File: config.mk
export PLATFORM = sky130hd
export DESIGN_NAME = bus_handshake_slave_flat
export DESIGN_NICKNAME = d
export VERILOG_FILES = /design/src/rtl/bus_handshake_slave_if.sv /design/src/rtl/bus_handshake_slave.sv /design/src/flat_wrapper.sv
export SDC_FILE = /design/constraint.sdc
export NUM_CORES = 1
export LEC_CHECK = 0
export CELL_PAD_IN_SITES_DETAIL_PLACEMENT = 1
export CELL_PAD_IN_SITES_GLOBAL_PLACEMENT = 2
export CORE_ASPECT_RATIO = 1.5
export CORE_MARGIN = 5
export CORE_UTILIZATION = 28
export DETAILED_ROUTE_END_ITERATION = 8
export PLACE_DENSITY = 0.89
export SYNTH_ARGS = -nofsm -noshare
export SYNTH_HDL_FRONTEND = slang
export SYNTH_SLANG_ARGS = --single-unit
File: constraint.sdc
create_clock -name clk_i -period 3.8 [get_ports clk_i]
set_input_delay 0.76 -clock clk_i [delete_from_list [all_inputs] [get_ports clk_i]]
set_output_delay 0.76 -clock clk_i [all_outputs]
set_load 0.005 [all_outputs]
File: src/rtl/bus_handshake_slave_if.sv
// Bus-side and backend-side signal bundle for bus_handshake_slave.
// The slave modport is the adapter; the master modport is the bridge plus backend environment.
interface bus_handshake_slave_if #(
  parameter int AddressWidth = 32,
  parameter int DataWidth    = 32
);
  logic [AddressWidth-1:0] bus_address_i;
  logic [DataWidth-1:0]    bus_data_i;
  logic                    bus_we_i;
  logic [3:0]              bus_we_ram_i;
  logic [DataWidth-1:0]    bus_data_o;
  logic                    module_busy_o;

  logic                    be_req_o;
  logic [AddressWidth-1:0] be_addr_o;
  logic                    be_we_o;
  logic [3:0]              be_strb_o;
  logic [DataWidth-1:0]    be_wdata_o;
  logic                    be_ack_i;
  logic [DataWidth-1:0]    be_rdata_i;

  modport slave (
    input  bus_address_i, bus_data_i, bus_we_i, bus_we_ram_i, be_ack_i, be_rdata_i,
    output bus_data_o, module_busy_o, be_req_o, be_addr_o, be_we_o, be_strb_o, be_wdata_o
  );

  modport master (
    output bus_address_i, bus_data_i, bus_we_i, bus_we_ram_i, be_ack_i, be_rdata_i,
    input  bus_data_o, module_busy_o, be_req_o, be_addr_o, be_we_o, be_strb_o, be_wdata_o
  );
endinterface

File: src/rtl/bus_handshake_slave.sv
// Turns one-cycle pulsed bridge transactions in an address window into a held
// req/ack handshake toward a slow backend, holding module_busy until completion.
module bus_handshake_slave #(
  parameter int                    AddressWidth  = 32,
  parameter int                    DataWidth     = 32,
  parameter logic [AddressWidth-1:0] AddressStart = 32'h0000_1000,
  parameter logic [AddressWidth-1:0] AddressEnd   = 32'h0000_10FF,
  parameter int                    TimeoutCycles = 255,
  parameter logic [DataWidth-1:0]  ErrorData     = 32'hDEAD_BEEF
) (
  input  logic                  clk_i,
  input  logic                  reset_n_i,
  bus_handshake_slave_if.slave  bus,
  input  logic                  flags_clear_i,
  output logic                  timeout_flag_o,
  output logic                  overrun_flag_o
);

  localparam int CntW = (TimeoutCycles > 1) ? $clog2(TimeoutCycles) : 1;
  localparam logic [CntW-1:0] CntLast = CntW'((TimeoutCycles > 0) ? TimeoutCycles - 1 : 0);

  typedef enum logic {IDLE, REQ} state_e;

  function automatic logic in_window(input logic [AddressWidth-1:0] a);
    return (a >= AddressStart) && (a <= AddressEnd);
  endfunction

  state_e                  state_q, state_d;
  logic [CntW-1:0]         cnt_q, cnt_d;
  logic                    req_q, req_d;
  logic [AddressWidth-1:0] addr_q, addr_d;
  logic                    we_q, we_d;
  logic [3:0]              strb_q, strb_d;
  logic [DataWidth-1:0]    wdata_q, wdata_d;
  logic [DataWidth-1:0]    rdata_q, rdata_d;
  logic                    timeout_q, timeout_d;
  logic                    overrun_q, overrun_d;
  logic                    hit, timeout_now, timeout_set, overrun_set;

  assign hit         = in_window(bus.bus_address_i);
  assign timeout_now = (TimeoutCycles != 0) && (cnt_q == CntLast);

  always_comb begin
    state_d     = state_q;
    cnt_d       = cnt_q;
    req_d       = req_q;
    addr_d      = addr_q;
    we_d        = we_q;
    strb_d      = strb_q;
    wdata_d     = wdata_q;
    rdata_d     = rdata_q;
    timeout_set = 1'b0;
    overrun_set = 1'b0;
    case (state_q)
      IDLE: begin
        if (hit) begin
          addr_d  = bus.bus_address_i - AddressStart;
          we_d    = bus.bus_we_i;
          strb_d  = bus.bus_we_ram_i;
          wdata_d = bus.bus_data_i;
          req_d   = 1'b1;
          cnt_d   = '0;
          state_d = REQ;
        end
      end
      REQ: begin
        // A second hit is never queued, even on the completion edge.
        overrun_set = hit;
        if (bus.be_ack_i) begin
          rdata_d = we_q ? '0 : bus.be_rdata_i;
          req_d   = 1'b0;
          state_d = IDLE;
        end else if (timeout_now) begin
          rdata_d     = we_q ? '0 : ErrorData;
          timeout_set = 1'b1;
          req_d       = 1'b0;
          state_d     = IDLE;
        end else begin
          cnt_d = cnt_q + CntW'(1);
        end
      end
      default: state_d = IDLE;
    endcase
    // Set beats a simultaneous clear.
    timeout_d = timeout_set | (timeout_q & ~flags_clear_i);
    overrun_d = overrun_set | (overrun_q & ~flags_clear_i);
  end

  always_ff @(posedge clk_i or negedge reset_n_i) begin
    if (!reset_n_i) begin
      state_q   <= IDLE;
      cnt_q     <= '0;
      req_q     <= 1'b0;
      addr_q    <= '0;
      we_q      <= 1'b0;
      strb_q    <= '0;
      wdata_q   <= '0;
      rdata_q   <= '0;
      timeout_q <= 1'b0;
      overrun_q <= 1'b0;
    end else begin
      state_q   <= state_d;
      cnt_q     <= cnt_d;
      req_q     <= req_d;
      addr_q    <= addr_d;
      we_q      <= we_d;
      strb_q    <= strb_d;
      wdata_q   <= wdata_d;
      rdata_q   <= rdata_d;
      timeout_q <= timeout_d;
      overrun_q <= overrun_d;
    end
  end

  assign bus.be_req_o      = req_q;
  assign bus.module_busy_o = req_q;
  assign bus.be_addr_o     = addr_q;
  assign bus.be_we_o       = we_q;
  assign bus.be_strb_o     = strb_q;
  assign bus.be_wdata_o    = wdata_q;
  assign bus.bus_data_o    = rdata_q;
  assign timeout_flag_o    = timeout_q;
  assign overrun_flag_o    = overrun_q;

endmodule

File: src/flat_wrapper.sv
// flat-port wrapper written by rule: the top's interface ports become plain ports
module bus_handshake_slave_flat 
#(
  parameter int                    AddressWidth  = 32,
  parameter int                    DataWidth     = 32,
  parameter logic [AddressWidth-1:0] AddressStart = 32'h0000_1000,
  parameter logic [AddressWidth-1:0] AddressEnd   = 32'h0000_10FF,
  parameter int                    TimeoutCycles = 255,
  parameter logic [DataWidth-1:0]  ErrorData     = 32'hDEAD_BEEF
)
  (clk_i, reset_n_i, flags_clear_i, timeout_flag_o, overrun_flag_o, bus_bus_address_i, bus_bus_data_i, bus_bus_we_i, bus_bus_we_ram_i, bus_be_ack_i, bus_be_rdata_i, bus_bus_data_o, bus_module_busy_o, bus_be_req_o, bus_be_addr_o, bus_be_we_o, bus_be_strb_o, bus_be_wdata_o);
  bus_handshake_slave_if #(.AddressWidth(AddressWidth), .DataWidth(DataWidth)) bus_i ();
  input  logic clk_i;
  input  logic reset_n_i;
  input  logic flags_clear_i;
  output logic timeout_flag_o;
  output logic overrun_flag_o;
  input wire logic [$bits(bus_i.bus_address_i)-1:0] bus_bus_address_i;
  input wire logic [$bits(bus_i.bus_data_i)-1:0] bus_bus_data_i;
  input wire logic [$bits(bus_i.bus_we_i)-1:0] bus_bus_we_i;
  input wire logic [$bits(bus_i.bus_we_ram_i)-1:0] bus_bus_we_ram_i;
  input wire logic [$bits(bus_i.be_ack_i)-1:0] bus_be_ack_i;
  input wire logic [$bits(bus_i.be_rdata_i)-1:0] bus_be_rdata_i;
  output wire logic [$bits(bus_i.bus_data_o)-1:0] bus_bus_data_o;
  output wire logic [$bits(bus_i.module_busy_o)-1:0] bus_module_busy_o;
  output wire logic [$bits(bus_i.be_req_o)-1:0] bus_be_req_o;
  output wire logic [$bits(bus_i.be_addr_o)-1:0] bus_be_addr_o;
  output wire logic [$bits(bus_i.be_we_o)-1:0] bus_be_we_o;
  output wire logic [$bits(bus_i.be_strb_o)-1:0] bus_be_strb_o;
  output wire logic [$bits(bus_i.be_wdata_o)-1:0] bus_be_wdata_o;
  assign bus_i.bus_address_i = bus_bus_address_i;
  assign bus_i.bus_data_i = bus_bus_data_i;
  assign bus_i.bus_we_i = bus_bus_we_i;
  assign bus_i.bus_we_ram_i = bus_bus_we_ram_i;
  assign bus_i.be_ack_i = bus_be_ack_i;
  assign bus_i.be_rdata_i = bus_be_rdata_i;
  assign bus_bus_data_o = bus_i.bus_data_o;
  assign bus_module_busy_o = bus_i.module_busy_o;
  assign bus_be_req_o = bus_i.be_req_o;
  assign bus_be_addr_o = bus_i.be_addr_o;
  assign bus_be_we_o = bus_i.be_we_o;
  assign bus_be_strb_o = bus_i.be_strb_o;
  assign bus_be_wdata_o = bus_i.be_wdata_o;
  bus_handshake_slave #(.AddressWidth(AddressWidth), .DataWidth(DataWidth), .AddressStart(AddressStart), .AddressEnd(AddressEnd), .TimeoutCycles(TimeoutCycles), .ErrorData(ErrorData)) u_core (.clk_i(clk_i), .reset_n_i(reset_n_i), .bus(bus_i), .flags_clear_i(flags_clear_i), .timeout_flag_o(timeout_flag_o), .overrun_flag_o(overrun_flag_o));
endmodule
==> results.ini <==
[detailed_routing]
vias = 3820
drc = 0
ant_nets = 0
drt-total-wl_um = 15650
drt_iter0_drc = 188
vias_per_cell = 4.681
first_pass_iters = 4
wl_per_cell_um = 19.17

[timing]
tns_ns = 0
fin_skew_ns = 0.01266
finalCritPeriodShare_pct = 80.46
min_period_ns = 3.057
hold_viol = 0
maxSlewViolCount = 0
setup_violations = 0
fmax_ghz = 0.3271
worst_pin_slew_ns = 0.8138
slew_headroom_pct = 45.75
rsz0062_at_grt = false

[setup_path]
end_kind = flip-flop
cpMaxStageDelayCell = clkdlybuf4s50_1
path_cells = clkdlybuf4s50_1, inv_1, ha_1, nor4b_1, nand4_1, a211oi_1, buf_4, and2_2, buf_12, mux2_2
critPathArrivalTime_ns = 3.34
r2r_start = u_core.cnt_q[0]
cp_max_fo = 56
max_stage_delay_ns = 0.48
rrSetupSlack_ns = 1.24
path_buf_inv = 4
cp_top_family = buffers and inverters
start_kind = primary input
worstRegToRegCells = 8
critical_path_class = primary input to flip-flop
r2r_end = u_core.bus.bus_data_o[9]
critPathRequiredTime_ns = 4.08

[layout]
layout_common_cells = clkdlybuf4s50_1, dfrtp_1, nand2_1
areaGrowthSynthToFinish_pct = 60.74
drive_above_1_share_pct = 12.23
fin_cells = 816
nets = 701
layout_commonest_cell = clkdlybuf4s50_1

[clock_tree]
cts.sinks = 113
clk_path_buf_depth = 2
htreeDepth = 4
cts_tree = yes
clk_latency_ns = 0.40
root_buffer = clkbuf_16
cts.clk_slew.worst_paths_ns = 0.06
numCtsBuffers = 17
post_cts_buffers = 0
cts.repair.resized = 0
cts_hold_buf = 0

[synth]
syn_area_per_cell_um2 = 12.49
netlist_instances = 381
synth_edf_count = 0
synthArstFlopShare_pct = 100.0
syn-num-nets = 490
ys_warn_count = 0
ys_types = 48
yosysSeqAreaShare_pct = 59.43
syn_area_mm2 = 0.004758
ys_ff_latch = 113
ys.flop_type = dfrtp_1

[placed_design]
post-dp-hpwl_um = 11860
port_buffers = 209
gp_congestion = 0.8057
place_inst = 783

[grt]
grt_use_total_pct = 15.99
grt_pass1_vias = 4512
gr-total-overflow = 0
grt_start_max_net_pins = 60
antenna_found_initial = 1
grt_pass1_wl_um = 24280
met2_usage_pct = 31.42
grt_busiest_layer = met2
met1_usage_pct = 15.58
grtUsageMet3_pct = 4.138

[status]
status = finished, final reports clean

[power]
vdd_drop_max_uv = 327.8
power.density_mw_per_mm2 = 480.9
p_leak_nw = 3.382

[die]
chipWidth_um = 116.4
die-height_um = 169.7
core_area_mm2 = 0.01676
die-area_mm2 = 0.01976
initial_utilization_pct = 28.38
num_rows = 58
boundaryPins = 210

[flow_run]
cap_violations = 0

[hold_path]
hold_path.class = primary input to async pin

## state kept, by name, summed over array words and instances (netlist names), 4 cells and up
name / flops
u_core.bus.be_addr_o: 32
u_core.bus.be_strb_o: 4
u_core.bus.be_wdata_o: 32
u_core.bus.bus_data_o: 32
u_core.cnt_q: 8
## cell type report
class / count / area, µm²
fill: 1821 / 9115
inverter: 9 / 33.78
tap: 210 / 262.8
sequential: 113 / 2828
multi-input combinational: 236 / 1774
antenna: 1 / 2.502
clock buffer: 18 / 429.2
timing repair buffer: 215 / 2172
clock inverter: 14 / 146.4
## Yosys cell counts, drive strengths merged (2+ instances only)
cell	number	area [µm²]
dfrtp	113	2828
nor3	2	10.01
a21oi	2	10.01
o311ai	2	17.52
inv	9	33.78
ha	4	50.05
or3	4	30.03
a22o	9	78.83
a211oi	2	27.53
buf	10	77.57
nand2	35	133.9
nor2b	24	150.1
clkbuf	13	48.80
mux2i	2	20.02
o21ai	6	30.03
and2	2	12.52
nor4	3	18.77
or4	2	15.01
nand4	8	50.05
nor2	6	22.52
and3	3	18.77
o31ai	24	180.2
nand3	7	35.03
nand2b	5	31.28
mux2	50	563.0
nand3b	2	15.01
o21a	18	135.1
o211ai	2	15.01
## layer usage
layer / part of all wire, % / up-vias
met4: 1.7 / 0
met3: 6.2 / 18
met5: 0 / -
li1: - / 1779
met1: 34 / 1890
met2: 58 / 133
## worst reg2reg max path: cells and delay by family (launching register included)
family                     cells  cell delay, ns
and+or+nand+nor                3            0.92
AOI/OAI and AO/OA              2            0.49
DFF                            1            0.44
buffers and inverters          2            0.37
adders and majority gates      1            0.23
## per-stage QoR
stage / total power [W] / hold WS [ns] / setup WS, ns / utilization [%] / cell area, µm²
finish: 0.003678 / 0.4329 / 0.7426 / 45.63 / 7649
global route: 0.003876 / 0.4947 / 0.5026 / 45.63 / 7649
CTS: 0.003743 / 0.4569 / 0.7355 / 45.61 / 7646
detailed placement: 0.002171 / 0.4760 / 0.3071 / 42.18 / 7071
global placement: 0.002131 / 0.4619 / 0.4974 / 42.18 / 7071
floorplan: 0.001680 / 0.4644 / 1.013 / - / 4758
## where the power goes
group          internal [W]  total, W  leakage [nW]  switching (W)
Clock              0.000923   0.00154         0.277       0.000619
Sequential          0.00136   0.00148          1.50       0.000126
Combinational      0.000411  0.000651          1.60       0.000240
Total               0.00269   0.00368          3.38       0.000985
## logic make-up after synthesis
kind of cell,count (synthesis),share of synthesized area (%)
xor+xnor,1,0.1841
compound gates,71,11.46
mux,52,12.25
simple gates,108,12.25
flops,113,59.43
buf+inv,32,3.366
fa+ha+maj,4,1.052
## how the worst max path moves through the flow
stage                                           end  slack (ns)                  start  depth (start not counted)
after global routing       u_core.bus.be_wdata_o[7]        0.50  bus_bus_address_i[13]                         10
after global placement           u_core.bus.be_we_o        0.50  bus_bus_address_i[13]                         10
after detailed placement    u_core.bus.be_strb_o[1]        0.31  bus_bus_address_i[13]                         10
final                       u_core.bus.be_strb_o[0]        0.74  bus_bus_address_i[13]                         10
after floorplan           u_core.bus.be_wdata_o[10]        1.01  bus_bus_address_i[24]                          7
after CTS                  u_core.bus.be_wdata_o[3]        0.74  bus_bus_address_i[13]                         10
Note: power is estimated with default switching activity, not from simulation.
